## src/rtl/pipeline_hazard_controller.sv

```systemverilog
// Hazard controller for a classic 5-stage MIPS pipeline.
// Decides stalls, flushes and ALU/jr operand forwarding from the IF/ID,
// ID/EX, EX/MEM and MEM/WB register fields. Control and forward outputs are
// combinational (zero-cycle); only the FSM state and event counters are held
// in flops. Stall/flush events are tallied in saturating counters.
module pipeline_hazard_controller #(
  parameter int CNT_WIDTH = 16
) (
  input  logic                 clk,
  input  logic                 reset,

  // IF/ID instruction
  input  logic [4:0]           id_rs,
  input  logic [4:0]           id_rt,
  input  logic                 id_uses_rs,
  input  logic                 id_uses_rt,
  input  logic                 id_jump,
  input  logic                 id_jr,

  // ID/EX instruction
  input  logic [4:0]           ex_rs,
  input  logic [4:0]           ex_rt,
  input  logic                 ex_memread,
  input  logic                 ex_regwrite,
  input  logic [4:0]           ex_writereg,

  // EX/MEM instruction
  input  logic                 mem_regwrite,
  input  logic                 mem_memread,
  input  logic [4:0]           mem_writereg,

  // MEM/WB instruction
  input  logic                 wb_regwrite,
  input  logic [4:0]           wb_writereg,

  // Branch resolved in EX
  input  logic                 ex_branch_taken,

  // Pipeline control
  output logic                 pc_enable,
  output logic                 if_id_enable,
  output logic                 if_id_flush,
  output logic                 id_ex_flush,

  // Forwarding selects
  output logic [1:0]           forward_a,
  output logic [1:0]           forward_b,
  output logic                 forward_jr,

  // Status
  output logic [1:0]           state,
  output logic [CNT_WIDTH-1:0] stall_count,
  output logic [CNT_WIDTH-1:0] flush_count
);

  typedef enum logic [1:0] {
    RUN        = 2'b00,
    LOAD_STALL = 2'b01,
    JR_WAIT    = 2'b10,
    UNUSED_ST  = 2'b11
  } hzState_t;

  localparam logic [CNT_WIDTH-1:0] CNT_MAX = {CNT_WIDTH{1'b1}};
  localparam logic [CNT_WIDTH-1:0] CNT_ONE = {{(CNT_WIDTH-1){1'b0}}, 1'b1};

  localparam logic [1:0] FWD_IDEX  = 2'b00;
  localparam logic [1:0] FWD_EXMEM = 2'b10;
  localparam logic [1:0] FWD_MEMWB = 2'b01;

  // A producer matches a source only if it writes, and never through $zero.
  function automatic logic regMatch(input logic       writes,
                                    input logic [4:0] dest,
                                    input logic [4:0] src);
    return writes & (dest != 5'd0) & (dest == src);
  endfunction

  // ALU operand select: the younger EX/MEM result takes precedence over MEM/WB.
  function automatic logic [1:0] fwdSelect(input logic memHit,
                                           input logic wbHit);
    logic [1:0] sel;
    if (memHit) begin
      sel = FWD_EXMEM;
    end else if (wbHit) begin
      sel = FWD_MEMWB;
    end else begin
      sel = FWD_IDEX;
    end
    return sel;
  endfunction

  hzState_t             stateR;
  hzState_t             nextStateS;
  logic [CNT_WIDTH-1:0] stallCntR;
  logic [CNT_WIDTH-1:0] flushCntR;

  logic loadUseS;
  logic jrDepS;
  logic stallIncS;
  logic flushIncS;

  logic pcEnS;
  logic ifIdEnS;
  logic ifIdFlushS;
  logic idExFlushS;
  logic [1:0] fwdAS;
  logic [1:0] fwdBS;
  logic fwdJrS;

  // A load in MEM needs no special treatment here: its data only becomes
  // forwardable from MEM/WB, which the pipeline handles via the load-use bubble.
  logic unusedMemRead;
  assign unusedMemRead = mem_memread;

  // Hazard detection terms from the current pipeline contents.
  always_comb begin
    loadUseS = regMatch(ex_memread, ex_writereg, id_rs) & id_uses_rs;
    loadUseS = loadUseS | (regMatch(ex_memread, ex_writereg, id_rt) & id_uses_rt);

    jrDepS = id_jr & (id_rs != 5'd0) &
             (regMatch(ex_regwrite, ex_writereg, id_rs) |
              regMatch(mem_regwrite, mem_writereg, id_rs));
  end

  // Next-state and stall/flush controls; branch overrides every state.
  always_comb begin
    nextStateS = stateR;
    pcEnS      = 1'b1;
    ifIdEnS    = 1'b1;
    ifIdFlushS = 1'b0;
    idExFlushS = 1'b0;
    stallIncS  = 1'b0;
    flushIncS  = 1'b0;

    if (reset) begin
      nextStateS = RUN;
    end else if (ex_branch_taken) begin
      // Squash both younger instructions; a concurrent stall is abandoned.
      ifIdFlushS = 1'b1;
      idExFlushS = 1'b1;
      flushIncS  = 1'b1;
      nextStateS = RUN;
    end else begin
      case (stateR)
        RUN: begin
          if (loadUseS) begin
            pcEnS      = 1'b0;
            ifIdEnS    = 1'b0;
            idExFlushS = 1'b1;
            stallIncS  = 1'b1;
            nextStateS = LOAD_STALL;
          end else if (jrDepS) begin
            pcEnS      = 1'b0;
            ifIdEnS    = 1'b0;
            idExFlushS = 1'b1;
            stallIncS  = 1'b1;
            nextStateS = JR_WAIT;
          end else if (id_jump | id_jr) begin
            // Target known in ID: drop the sequentially fetched instruction.
            ifIdFlushS = 1'b1;
            flushIncS  = 1'b1;
            nextStateS = RUN;
          end else begin
            nextStateS = RUN;
          end
        end

        LOAD_STALL: begin
          // Exactly one bubble; the load has now reached MEM.
          nextStateS = RUN;
        end

        JR_WAIT: begin
          if (jrDepS) begin
            pcEnS      = 1'b0;
            ifIdEnS    = 1'b0;
            idExFlushS = 1'b1;
            stallIncS  = 1'b1;
            nextStateS = JR_WAIT;
          end else begin
            ifIdFlushS = 1'b1;
            flushIncS  = 1'b1;
            nextStateS = RUN;
          end
        end

        default: begin
          nextStateS = RUN;
        end
      endcase
    end
  end

  // Operand forwarding selects for the EX ALU and the ID-stage jr target.
  always_comb begin
    fwdAS  = FWD_IDEX;
    fwdBS  = FWD_IDEX;
    fwdJrS = 1'b0;
    if (reset) begin
      fwdAS  = FWD_IDEX;
      fwdBS  = FWD_IDEX;
      fwdJrS = 1'b0;
    end else begin
      fwdAS  = fwdSelect(regMatch(mem_regwrite, mem_writereg, ex_rs),
                         regMatch(wb_regwrite, wb_writereg, ex_rs));
      fwdBS  = fwdSelect(regMatch(mem_regwrite, mem_writereg, ex_rt),
                         regMatch(wb_regwrite, wb_writereg, ex_rt));
      fwdJrS = id_jr & regMatch(wb_regwrite, wb_writereg, id_rs);
    end
  end

  // State register; reset abandons any stall in progress.
  always_ff @(posedge clk) begin
    if (reset) begin
      stateR <= RUN;
    end else begin
      stateR <= nextStateS;
    end
  end

  // Saturating stall counter.
  always_ff @(posedge clk) begin
    if (reset) begin
      stallCntR <= {CNT_WIDTH{1'b0}};
    end else if (stallIncS && (stallCntR != CNT_MAX)) begin
      stallCntR <= stallCntR + CNT_ONE;
    end else begin
      stallCntR <= stallCntR;
    end
  end

  // Saturating flush counter.
  always_ff @(posedge clk) begin
    if (reset) begin
      flushCntR <= {CNT_WIDTH{1'b0}};
    end else if (flushIncS && (flushCntR != CNT_MAX)) begin
      flushCntR <= flushCntR + CNT_ONE;
    end else begin
      flushCntR <= flushCntR;
    end
  end

  assign pc_enable    = pcEnS;
  assign if_id_enable = ifIdEnS;
  assign if_id_flush  = ifIdFlushS;
  assign id_ex_flush  = idExFlushS;
  assign forward_a    = fwdAS;
  assign forward_b    = fwdBS;
  assign forward_jr   = fwdJrS;
  assign state        = stateR;
  assign stall_count  = stallCntR;
  assign flush_count  = flushCntR;

endmodule

```

## config.mk

```make
export PLATFORM = sky130hd
export DESIGN_NAME = pipeline_hazard_controller
export DESIGN_NICKNAME = d
export VERILOG_FILES = /design/src/rtl/pipeline_hazard_controller.sv
export SDC_FILE = /design/constraint.sdc
export NUM_CORES = 1
export LEC_CHECK = 0
export ABC_AREA = 1
export BUFFER_PORTS_ARGS = -buffer_cell sky130_fd_sc_hd__buf_2
export CAP_MARGIN = 0
export CORE_AREA = 3 3 80 82
export CTS_BUF_LIST = sky130_fd_sc_hd__clkbuf_4 sky130_fd_sc_hd__clkbuf_8
export DETAILED_ROUTE_END_ITERATION = 7
export DIE_AREA = 0 0 83 85
export PLACE_DENSITY_LB_ADDON = 0.15
export SYNTH_ARGS = -nofsm -noshare
export SYNTH_HDL_FRONTEND = slang
export SYNTH_SLANG_ARGS = --single-unit
```

## constraint.sdc

```tcl
create_clock -name clk -period 2.4 [get_ports clk]
set_clock_uncertainty 0.1 [all_clocks]
set_input_delay 0.48 -clock clk [delete_from_list [all_inputs] [get_ports clk]]
set_output_delay 0.48 -clock clk [all_outputs]
set_load 0.005 [all_outputs]
```

==> impl_summary.md <==
Hold path
The worst hold path stage count is 2. The kind of path behind the tightest hold check is in -> reg.

CTS
For this design, the CTS-stage hold fixing added 0 buffers. The number of clock buffers added by TritonCTS is 5. In this run the deepest clock path goes through 2 buffers. Clock-pin slew was measured on the worst setup and hold paths at around 0.070 ns. The count of H-tree levels built during CTS is 2. The CTS tree is built. The worst-skew pair later-pin latency is slightly below 0.3 ns.

The clock drives 34 sinks. CTS placed an instance of clkbuf_8 at the clock tree root.

Setup path
Traced cell by cell, the critical path runs through buf_2, xor2_1, or2_2, nor4_1, inv_1, nor2_1, buf_2. Across all register-to-register paths, the minimum setup slack is 0.23 ns. The length in cells of the worst reg-to-reg path is 11.

For the worst setup path, the data required time is 1.82 ns. For the worst setup path, the data arrival time is 1.69 ns. In this design, the stage delay of the slowest critical-path cell is 0.35 ns.

The cell occurring most often along the worst timing path is buf_2. The worst setup path category is in -> out. The critical-path maximum fanout is 4. The startpoint class of the critical path is a primary input. In this run the critical register-to-register path is launched from stall_count[0]$_SDFFE_PP0P_. In this run the critical register-to-register path is captured at stall_count[3]$_SDFFE_PP0P_.

On the critical path, the stage with the largest delay is an instance of nor4_1. The critical path endpoint is forward_b[1]. The endpoint kind of the worst setup timing path is an output port. The worst setup path startpoint is mem_writereg[3].

GRT
The combined global-route utilization of all metal layers is 21.3%. The maximum number of pins on one net before global-route repair is 27. The via count of the first global-routing pass is roughly 2,900. The initial antenna violation count is 0. The total overflow left after global routing is 0. The first global-routing pass estimated 12.8 mm of wire.

Yosys
The total nets after synthesis is between 400 and 500. The count of unique library cells instantiated by Yosys is 42. By area the synthesized netlist is led by dfxtp_1 (24%), xor2_1 (10%), nand2_1 (9.7%), inv_1 (7.0%), nand4_1 (6.9%).

The part of the Yosys area used for sequential elements is approximately a quarter. After synthesis the netlist holds a flip-flop and latch count of 34. The synthesized netlist occupies a cell area of 2790 sq um.

The yosys synthesis warning count is 0. The largest total area in the synthesized netlist belongs to dfxtp_1. The synthesized design devotes to its leading area cell type 24.4% of total area.

The number of instances in the synthesized netlist is 407. After synthesis, the mean cell area works out to about 7 sq um.

Floorplanning
The die width is between 80 and 90 um. The total area inside the core boundary comes to 5820 sq um. The die area is 7060 sq um. Measured along the y axis, the die boundary spans 85 um.

The top-level port count is 90. For this configuration, the core starts out at a cell density of a little under half. The site row count is 28.

Pwr
The maximum resistive drop on vdd is 0.327 mV. The ratio of total power to cell area is between 300 and 400 nW/um^2. The overall power consumption is between 1000 and 1500 uW. In this run the static leakage power is 0.00157 uW.

Route
The post-route DRC violation count is 0. The number of optimization iterations in the first detailed-route pass is 4. The detail-routed net length per standard cell is 13.2 um. Summed over all layers, the routed wires come to 7.62 mm. In the routed layout, each cell is associated on average with a via count of 5.22. The number of vias after detailed routing is 3,023. The detail route stage leaves a number of antenna-violating nets equal to 0. After the first detailed-routing iteration, the DRC count stood at 128.

Placed design
After legalization and detailed placement, the total HPWL measured 5.82 mm. The global placement routability congestion is 0.938. The count of input and output buffers is 88.

Final layout
The antenna diode count is 0. Of the cells placed in the final design, the portion with a size suffix greater than 1 is 31.5%. In the final design database the tool counted 552 nets. The area overhead of the layout relative to synthesis is 24.1%. Counting the fill cells in the layout gives slightly above 600.

STA
At the pin with the least slew margin, the transition time is 0.451 ns. The number of max-slew violations in the final report is 0. Setup total negative slack on the finished layout was measured at 0 ns. Setup violations remaining at the end of the flow were counted as 0. The normalized max-slew margin is a little over two thirds. The maximum clock rate is 440 MHz. The clock period could shrink to 2.27 ns. Setup repair after global routing left no endpoint under its margin. Dividing the final minimum period by the clock period gives between 90% and 100%. The final number of hold-violating endpoints is 0.

Status
The flow ran to the end, and the final reports show no timing, DRC or antenna violations.

Run
Across the run, the number of max-cap violations was 0.
==> worst max-delay path, delay by kind of cell <==
family / cells / cell delay [ns]
simple gates: 3 / 0.72
xor+xnor: 1 / 0.16
buf+inv: 3 / 0.33
==> timing repair <==
item	CTS	global route
endpoints found under the hold margin	0	0
buffers inserted	0	1
resized for setup	0	4
endpoints found under the setup margin	0	9
==> worst min path at each step <==
stage,start,end,slack [ns]
3_5_place_dp,stall_count[8]$_SDFFE_PP0P_,stall_count[8]$_SDFFE_PP0P_,0.39
3_3_place_gp,stall_count[8]$_SDFFE_PP0P_,stall_count[8]$_SDFFE_PP0P_,0.38
6_report,ex_branch_taken,state[0]$_SDFF_PP0_,0.35
2_1_floorplan,stall_count[8]$_SDFFE_PP0P_,stall_count[8]$_SDFFE_PP0P_,0.38
5_1_grt,ex_branch_taken,state[0]$_SDFF_PP0_,0.35
4_1_cts,ex_branch_taken,state[0]$_SDFF_PP0_,0.35
==> metrics by stage <==
step / area (sq um) / worst slack, ns / instances / utilization, % / hold WS, ns
6_report: 3460 / 0.129 / 579 / 59.6 / 0.350
5_1_grt: 3460 / 0.00131 / 579 / 59.6 / 0.354
4_1_cts: 3430 / 0.106 / 577 / 59.0 / 0.350
3_5_place_dp: 3330 / 0.109 / 569 / 57.3 / 0.387
3_3_place_gp: 3330 / 0.111 / 569 / 57.3 / 0.383
2_1_floorplan: 2790 / 0.286 / 407 / - / 0.377
==> Yosys cell counts <==
| master | number |
|---|---|
| a2111oi_0 | 1 |
| a21boi_4 | 1 |
| a21oi_1 | 16 |
| a21oi_2 | 10 |
| a221oi_1 | 2 |
| a31o_2 | 1 |
| buf_1 | 1 |
| buf_2 | 2 |
| buf_4 | 1 |
| buf_6 | 1 |
| buf_8 | 1 |
| clkbuf_1 | 5 |
| clkinv_1 | 1 |
| dfxtp_1 | 34 |
| ha_1 | 2 |
| inv_1 | 52 |
| inv_2 | 4 |
| nand2_1 | 72 |
| nand2_2 | 13 |
| nand2_4 | 2 |
| nand2b_1 | 3 |
| nand3_1 | 21 |
| nand3_2 | 6 |
| nand3_4 | 2 |
| nand3b_1 | 2 |
| nand4_1 | 31 |
| nand4_4 | 1 |
| nor2_1 | 36 |
| nor2_2 | 2 |
| nor3_1 | 10 |
| nor3_2 | 1 |
| nor3_4 | 1 |
| nor4_1 | 7 |
| nor4_2 | 1 |
| o2111ai_1 | 2 |
| o211ai_1 | 1 |
| o21ai_0 | 7 |
| o21ai_1 | 1 |
| o22ai_1 | 4 |
| or2_2 | 5 |
| xnor2_1 | 9 |
| xor2_1 | 32 |
==> layout make-up <==
| type | instances | area [sq um] | share of cell area, % |
|---|---|---|---|
| clock buffer | 6 | 82.6 | 2.38 |
| clock inverter | 2 | 12.5 | 0.361 |
| inverter | 57 | 214 | 6.18 |
| multi-input combinational | 306 | 1860 | 53.6 |
| sequential | 34 | 681 | 19.7 |
| tap | 75 | 93.8 | 2.71 |
| timing repair buffer | 99 | 523 | 15.1 |
==> routing by layer <==
metal / GRT usage (%) / part of all wire, %
met5: 0 / 0
met4: 5.05 / 1.5
met3: 3.59 / 5.9
met2: 36.7 / 47
met1: 27.9 / 45
==> logic make-up (layout without fill, tap and decap cells) <==
group | after synthesis | after routing | synth area share, %
and+or+nand+nor | 216 | 217 | 40.7
buffers and inverters | 68 | 164 | 10.0
AOI/OAI and AO/OA | 46 | 46 | 11.2
xor gates and xnor gates | 41 | 41 | 12.9
DFF | 34 | 34 | 24.4
adders and majority gates | 2 | 2 | 0.896
==> where the power goes <==
group	internal (uW)	leakage [uW]	switching (uW)
logic	100	0.00125	141
clock network	231	0.0000472	227
registers	570	0.000274	8.19
total	901	0.00157	376
==> flip-flops by register name, indices dropped and copies added (netlist names) <==
signal / cells
state: 2
stall_count: 16
flush_count: 16
==> placed cells by master, fill, tap and decap left out, types with 3 or more instances in the layout <==
cell type and instances:
buf_2 88, nand2_1 72, inv_1 52, nor2_1 36, dfxtp_1 34, xor2_1 32
nand4_1 31, nand3_1 21, a21oi_1 15, nand2_2 12, a21oi_2 11, buf_4 11
nor3_1 10, xnor2_1 9, nor4_1 7, nand3_2 6, o21ai_0 6, clkbuf_8 6
or2_2 5, o22ai_1 4, inv_2 4, nand3_4 3, nand2_4 3, nand2b_1 3
Note: power is estimated with default switching activity, not from simulation.
